[config.mk]
export PLATFORM = sky130hd
export DESIGN_NAME = regfile_mp_param
export DESIGN_NICKNAME = d
export VERILOG_FILES = /design/src/rtl/regfile_mp_param.sv
export SDC_FILE = /design/constraint.sdc
export NUM_CORES = 2
export LEC_CHECK = 0
export CORE_UTILIZATION = 45
export DETAILED_ROUTE_END_ITERATION = 16
export GPL_ROUTABILITY_DRIVEN = 0
export HOLD_SLACK_MARGIN = 0.12
export SLEW_MARGIN = 40
export SYNTH_ARGS = -nofsm -noshare
export SYNTH_HDL_FRONTEND = slang
export SYNTH_SLANG_ARGS = --single-unit
[constraint.sdc]
create_clock -name clock -period 4.5 [get_ports clock]
set_input_delay 0.675 -clock clock [delete_from_list [all_inputs] [get_ports clock]]
set_output_delay 0.675 -clock clock [all_outputs]
set_load 0.03 [all_outputs]
[src/rtl/regfile_mp_param.sv]
// rtl/regfile_mp_param.sv - dual-write multi-read register file with pending scoreboard and sweep clear
//
// Purpose: DEPTH x DATA_W register file with two write ports (B beats A on an
// address clash), N_RD combinational read ports with optional same-cycle
// write forwarding, a per-register busy scoreboard, and a sweep engine that
// zeroes every register and busy bit over DEPTH cycles.
//
// Ports:
//   clock, async_reset          rising-edge clock, asynchronous active-low reset
//   we_a/waddr_a/wdata_a        write port A
//   we_b/waddr_b/wdata_b        write port B (wins over A on the same address)
//   raddr / rdata               packed read ports, port i at [i*AW +: AW] / [i*DATA_W +: DATA_W]
//   busy_set/busy_addr/busy     scoreboard mark input and per-register pending bits
//   clear_req                   starts a sweep clear (accepted only when idle)
//   clear_busy / clear_done     high during the sweep / one-cycle completion pulse

module regfile_mp_param #(
  parameter int DATA_W   = 32,
  parameter int DEPTH    = 32,
  parameter int N_RD     = 2,
  parameter int ZERO_REG = 1,
  parameter int BYPASS   = 1,
  localparam int AW      = $clog2(DEPTH)
) (
  input  logic                   clock,
  input  logic                   async_reset,
  input  logic                   we_a,
  input  logic [AW-1:0]          waddr_a,
  input  logic [DATA_W-1:0]      wdata_a,
  input  logic                   we_b,
  input  logic [AW-1:0]          waddr_b,
  input  logic [DATA_W-1:0]      wdata_b,
  input  logic [N_RD*AW-1:0]     raddr,
  output logic [N_RD*DATA_W-1:0] rdata,
  input  logic                   busy_set,
  input  logic [AW-1:0]          busy_addr,
  output logic [DEPTH-1:0]       busy,
  input  logic                   clear_req,
  output logic                   clear_busy,
  output logic                   clear_done
);

  typedef enum logic [1:0] {
    ST_IDLE  = 2'd0,
    ST_SWEEP = 2'd1,
    ST_DONE  = 2'd2
  } state_t;

  state_t                   r_state;
  state_t                   w_state_nxt;
  logic [AW-1:0]            r_idx;
  logic [AW-1:0]            w_idx_nxt;
  logic [DATA_W-1:0]        r_mem [DEPTH];
  logic [DEPTH-1:0]         r_busy;
  logic [DEPTH-1:0]         w_busy_nxt;
  logic                     w_idle;
  logic                     w_we_a;
  logic                     w_we_b;
  logic [AW-1:0]            w_ra;
  logic [DATA_W-1:0]        w_val;
  logic [N_RD*DATA_W-1:0]   w_rdata;

  // User writes only land while idle; a hardwired-zero register 0 simply
  // never sees an enabled write, so it needs no special storage handling.
  assign w_idle = (r_state == ST_IDLE);
  assign w_we_a = w_idle && we_a && !((ZERO_REG != 0) && (waddr_a == '0));
  assign w_we_b = w_idle && we_b && !((ZERO_REG != 0) && (waddr_b == '0));

  // Sweep FSM: next-state and outputs
  always_comb begin
    w_state_nxt = r_state;
    w_idx_nxt   = r_idx;
    clear_busy  = 1'b0;
    clear_done  = 1'b0;
    case (r_state)
      ST_IDLE: begin
        if (clear_req) begin
          w_state_nxt = ST_SWEEP;
          w_idx_nxt   = '0;
        end
      end
      ST_SWEEP: begin
        clear_busy = 1'b1;
        // AW-bit add wraps to 0 after DEPTH-1
        w_idx_nxt  = r_idx + AW'(1);
        if (r_idx == AW'(DEPTH - 1)) begin
          w_state_nxt = ST_DONE;
        end
      end
      ST_DONE: begin
        clear_done  = 1'b1;
        w_state_nxt = ST_IDLE;
      end
      default: w_state_nxt = ST_IDLE;
    endcase
  end

  always_ff @(posedge clock or negedge async_reset) begin
    if (!async_reset) begin
      r_state <= ST_IDLE;
      r_idx   <= '0;
    end else begin
      r_state <= w_state_nxt;
      r_idx   <= w_idx_nxt;
    end
  end

  // Storage: port B is written after port A so it wins on an address clash
  always_ff @(posedge clock or negedge async_reset) begin
    if (!async_reset) begin
      for (int i = 0; i < DEPTH; i++) begin
        r_mem[i] <= '0;
      end
    end else if (r_state == ST_SWEEP) begin
      r_mem[r_idx] <= '0;
    end else begin
      if (w_we_a) r_mem[waddr_a] <= wdata_a;
      if (w_we_b) r_mem[waddr_b] <= wdata_b;
    end
  end

  // Scoreboard: write completions clear, then a new issue sets (set wins)
  always_comb begin
    w_busy_nxt = r_busy;
    if (r_state == ST_SWEEP) begin
      w_busy_nxt[r_idx] = 1'b0;
    end else if (w_idle) begin
      if (w_we_a)   w_busy_nxt[waddr_a]   = 1'b0;
      if (w_we_b)   w_busy_nxt[waddr_b]   = 1'b0;
      if (busy_set) w_busy_nxt[busy_addr] = 1'b1;
    end
    if (ZERO_REG != 0) w_busy_nxt[0] = 1'b0;
  end

  always_ff @(posedge clock or negedge async_reset) begin
    if (!async_reset) begin
      r_busy <= '0;
    end else begin
      r_busy <= w_busy_nxt;
    end
  end

  assign busy = r_busy;

  // Read ports: stored value, overridden by a same-cycle write when
  // forwarding is enabled (B checked last so it wins), then zero-register mask
  always_comb begin
    w_rdata = '0;
    w_ra    = '0;
    w_val   = '0;
    for (int i = 0; i < N_RD; i++) begin
      w_ra  = raddr[i*AW +: AW];
      w_val = r_mem[w_ra];
      if ((BYPASS != 0) && w_we_a && (waddr_a == w_ra)) w_val = wdata_a;
      if ((BYPASS != 0) && w_we_b && (waddr_b == w_ra)) w_val = wdata_b;
      if ((ZERO_REG != 0) && (w_ra == '0)) w_val = '0;
      w_rdata[i*DATA_W +: DATA_W] = w_val;
    end
  end

  assign rdata = w_rdata;

endmodule

==> results.py <==
metrics = {
    "detailed_routing": {
        "met3_wirelength_mm": 51.4,
        "routed_via_density": 7.35,
        "finalWirelength_mm": 355,
        "routed-wl-met2_mm": 143,
        "drc": 0,
        "drt_pre_antenna_iters": 9,
        "postRouteAntennaNets": 0,
        "routedLengthMet1_mm": 131,
        "drt-initial-drc-count": 12500,
        "via_count": 70400,
        "topRoutingLayerUsed": "met5",
        "wl_per_cell_um": 37.0,
    },
    "grt": {
        "grt_first_pass_wirelength_mm": 503,
        "grt_start_max_net_pins": 165,
        "grt_antenna_before_repair": 13,
        "first_global_vias": 66300,
        "gr-total-overflow": 0,
        "grt_usage": 0.411,
    },
    "clocking": {
        "cts.htree.levels": 3,
        "cts-buffers-inserted": 121,
        "clk_pin_slew_ns": 0.06,
        "clock_sink_count": 1062,
        "clock-root-buffer": "sky130_fd_sc_hd__clkbuf_16",
        "cts_max_path_buffers": 3,
        "tritoncts": "yes",
        "worstSkewPairLatency_ns": 0.77,
    },
    "floorplan": {
        "design.die.area_sq_um": 170000,
        "die_w_um": 412,
        "placeableCoreArea_sq_um": 167000,
        "die_height_um": 412,
        "initial_standard_cell_utilization_of_the_core": 0.453,
        "io_pins": 193,
        "num_rows": 150,
    },
    "sta": {
        "final_critical_path_setup_slack_ns": -0.0167,
        "worst_case_headroom_to_the_max_slew_limit": 0.336,
        "maxSlewViolCount": 0,
        "worst_slew_pin_tran_ns": 0.994,
        "clock-skew-final_ns": 0.0245,
        "final_min_period_over_clock_period": 1.00,
        "fin_crit_ns": 4.52,
        "fmax_mhz": 221,
        "hold-worst-slack_ns": 0.422,
        "setup_viol": 4,
        "hold_violations": 0,
    },
    "power": {
        "vdd_drop_max_uv": 389,
        "cellPowerDensity_nw_per_um2": 402,
        "power.leakage_uw": 0.0409,
    },
    "critical_path": {
        "setup.worst_path.start_class": "flip-flop",
        "critical_path_peak_fanout": 15,
        "critical-path-top-delay-family": "simple AND/OR/NAND/NOR gates",
        "timing.critical_path.from": "r_state[1]",
        "reg2reg_setup_slack_ns": 0.97,
        "crit_path_end_kind": "output pin",
        "critPathKind": "reg2out",
        "crit_slowest_cell": "sky130_fd_sc_hd__or3b_1",
        "cp_slowest_stage_delay_ns": 0.52,
        "crit_chain": "or3b_1, a21oi_1, and4_2, nor4_2, buf_12, a22o_1, a221o_1, buf_12",
        "r2r-end": "r_mem[72]",
        "reg2reg_from": "r_state[1]",
        "cp_dominant_cell_by_count": "sky130_fd_sc_hd__buf_12",
        "rr_worst_depth": 8,
        "worst_ep_required_time_ns": 3.83,
        "critical_path_buf_inv_count": 2,
        "cp_data_arrival_time_ns": 3.84,
    },
    "yosys": {
        "ys_seq_area_frac": 0.352,
        "synth_area_per_cell_sq_um": 10.1,
        "asyncSetResetFlopFracSynth": 1.00,
        "post_synth_num_cell_types": 65,
        "synthesis.nets": 7561,
        "postSynthRegisterBits": 1062,
        "postSynth.topFlopCell": "sky130_fd_sc_hd__dfrtp_1",
        "synth_enable_flop_cells": 0,
        "syn-instance-count": 7461,
        "netlist_area_sq_um": 75500,
        "ys.warnings.count": 0,
    },
    "placement": {
        "dp_hpwl_mm": 220,
        "io_buffers": 191,
    },
    "flow_run": {
        "max_cap_violations": 0,
    },
    "min_path": {
        "hold-path-endpoint": "r_mem[936]",
        "min-delay-path-class": "in2reg",
        "hold-path-cell-count": 3,
        "start_point_of_the_worst_min_delay_path": "wdata_a[8]",
    },
    "status": {
        "violations": "negative setup slack",
        "run_status": "finished with violations",
    },
    "final_layout": {
        "finalCoreUtilization": 0.518,
        "nets": 7371,
        "synthToLayoutAreaGrowth_pct": 14.4,
        "drive_gt1_frac": 0.194,
    },
}
## cells in the final DEF, fill, tap and decap left out, types with 11 or more instances in the layout
cell                              Yosys  final
sky130_fd_sc_hd__mux2i_1           1066   1066
sky130_fd_sc_hd__dfrtp_1           1062   1061
sky130_fd_sc_hd__a22o_1             941    941
sky130_fd_sc_hd__a21oi_1            617    592
sky130_fd_sc_hd__nor2_1             596    577
sky130_fd_sc_hd__mux4_2             481    481
sky130_fd_sc_hd__nand2_1            506    466
sky130_fd_sc_hd__o21ai_0            443    441
sky130_fd_sc_hd__buf_4               46    379
sky130_fd_sc_hd__buf_12               0    137
sky130_fd_sc_hd__clkbuf_16            0    128
sky130_fd_sc_hd__clkdlybuf4s50_1      0    106
sky130_fd_sc_hd__inv_1               72     72
sky130_fd_sc_hd__a22oi_1             72     72
sky130_fd_sc_hd__nor2b_1             70     67
sky130_fd_sc_hd__o22ai_1             56     56
sky130_fd_sc_hd__a221o_1             52     52
sky130_fd_sc_hd__mux2_2              50     50
sky130_fd_sc_hd__nand3_1             40     40
sky130_fd_sc_hd__clkbuf_8             0     38
sky130_fd_sc_hd__a221oi_1            34     34
sky130_fd_sc_hd__nand2_2              2     30
sky130_fd_sc_hd__and3_1              30     29
sky130_fd_sc_hd__clkbuf_1           668     28
sky130_fd_sc_hd__a32oi_1             23     23
sky130_fd_sc_hd__clkinv_2             0     22
sky130_fd_sc_hd__a2111oi_0           28     21
sky130_fd_sc_hd__a21oi_4              0     20
sky130_fd_sc_hd__a211oi_1            20     20
sky130_fd_sc_hd__a31oi_1             26     17
sky130_fd_sc_hd__nand2b_1            18     16
sky130_fd_sc_hd__nor3_1              18     16
sky130_fd_sc_hd__a222oi_1            16     16
sky130_fd_sc_hd__buf_8                0     15
sky130_fd_sc_hd__buf_6                8     14
sky130_fd_sc_hd__nor2_4               0     13
sky130_fd_sc_hd__nor3b_1             13     12
sky130_fd_sc_hd__xor2_1              12     12
sky130_fd_sc_hd__buf_2              185     12
sky130_fd_sc_hd__o21ai_1              9     11
## area by class of cell
class	instances	area (sq um)
Multi-Input combinational cell	5343	45300
Clock buffer	193	3810
Fill cell	14500	80400
Inverter	72	270
Timing Repair Buffer	671	7290
Sequential cell	1062	26600
Tap cell	2204	2760
Clock inverter	33	397
Antenna cell	5	12.5
## power by group
group	switching [uW]	internal [uW]
Combinational	8460	3780
Clock	4510	6250
Sequential	1180	10500
Total	14100	20500
## kinds of logic after synthesis
kind of cell | share of synthesized area
xor gates and xnor gates | 0.00232
adders and majority gates | 0.000828
and+or+nand+nor | 0.0757
buffers and inverters | 0.0591
AOI/OAI and AO/OA | 0.218
DFF | 0.352
other | 0.0000496
muxes | 0.292
## stage by stage
stage	power [uW]	area, sq um	setup slack (ns)	setup TNS, ns	instances
after detailed placement	23400	82100	0.161	0	9348
after CTS	33900	86300	0.0203	0	9575
after global placement	22900	81700	0.0647	0	9333
after global routing	35200	86400	-0.000469	-0.000469	9582
after floorplan	17500	75500	0.892	0	7461
final	34700	86400	-0.0167	-0.0460	9583
## state kept, by name (all words and copies together), names as in the netlist
| register | flops |
|---|---|
| r_state | 2 |
| busy | 31 |
| r_mem | 1024 |
| r_idx | 5 |
## routing by layer
metal | global-route usage | up-vias
met4 | 0.283 | 10
met5 | 0 | -
met2 | 0.557 | 5994
met3 | 0.146 | 1301
met1 | 0.545 | 35200
li1 | - | 27900
## what timing repair did
item | CTS | global route
pin swaps | 0 | 2
gates resized for setup | 2 | 6
hold buffers | 1 | 0
endpoints found under the setup margin | 2 | 33
setup buffers | 0 | 1
hold endpoints to repair | 40 | 0
## worst max-delay path by stage
stage	endpoint	slack (ns)	depth (start not counted)
2_1_floorplan	rdata[10]	0.89	7
5_1_grt	rdata[22]	-0.0005	8
6_report	rdata[27]	-0.02	8
3_3_place_gp	rdata[56]	0.06	10
3_5_place_dp	rdata[46]	0.16	9
4_1_cts	rdata[22]	0.02	8
## synthesized netlist by cell type, drive strengths merged, types with 40 or more instances
master / n / area share
buf: 288 / 0.020
a22oi: 72 / 0.0072
a221o: 52 / 0.0069
nor2b: 70 / 0.0058
o21ai: 452 / 0.030
a21oi: 617 / 0.041
a22o: 941 / 0.11
nand3: 40 / 0.0027
mux4: 481 / 0.14
mux2: 50 / 0.0075
nand2: 508 / 0.025
dfrtp: 1062 / 0.35
o22ai: 56 / 0.0046
inv: 72 / 0.0036
nor2: 596 / 0.030
mux2i: 1066 / 0.14
clkbuf: 696 / 0.035
## worst register-to-register path, delay by kind of cell (launching register included)
kind | cells | cell delay, ns
AO/OA/AOI/OAI | 3 | 0.61
buffers and inverters | 4 | 1.54
flip-flops | 1 | 0.54
AND/OR/NAND/NOR | 1 | 0.66
(Power assumes the default switching activity.)
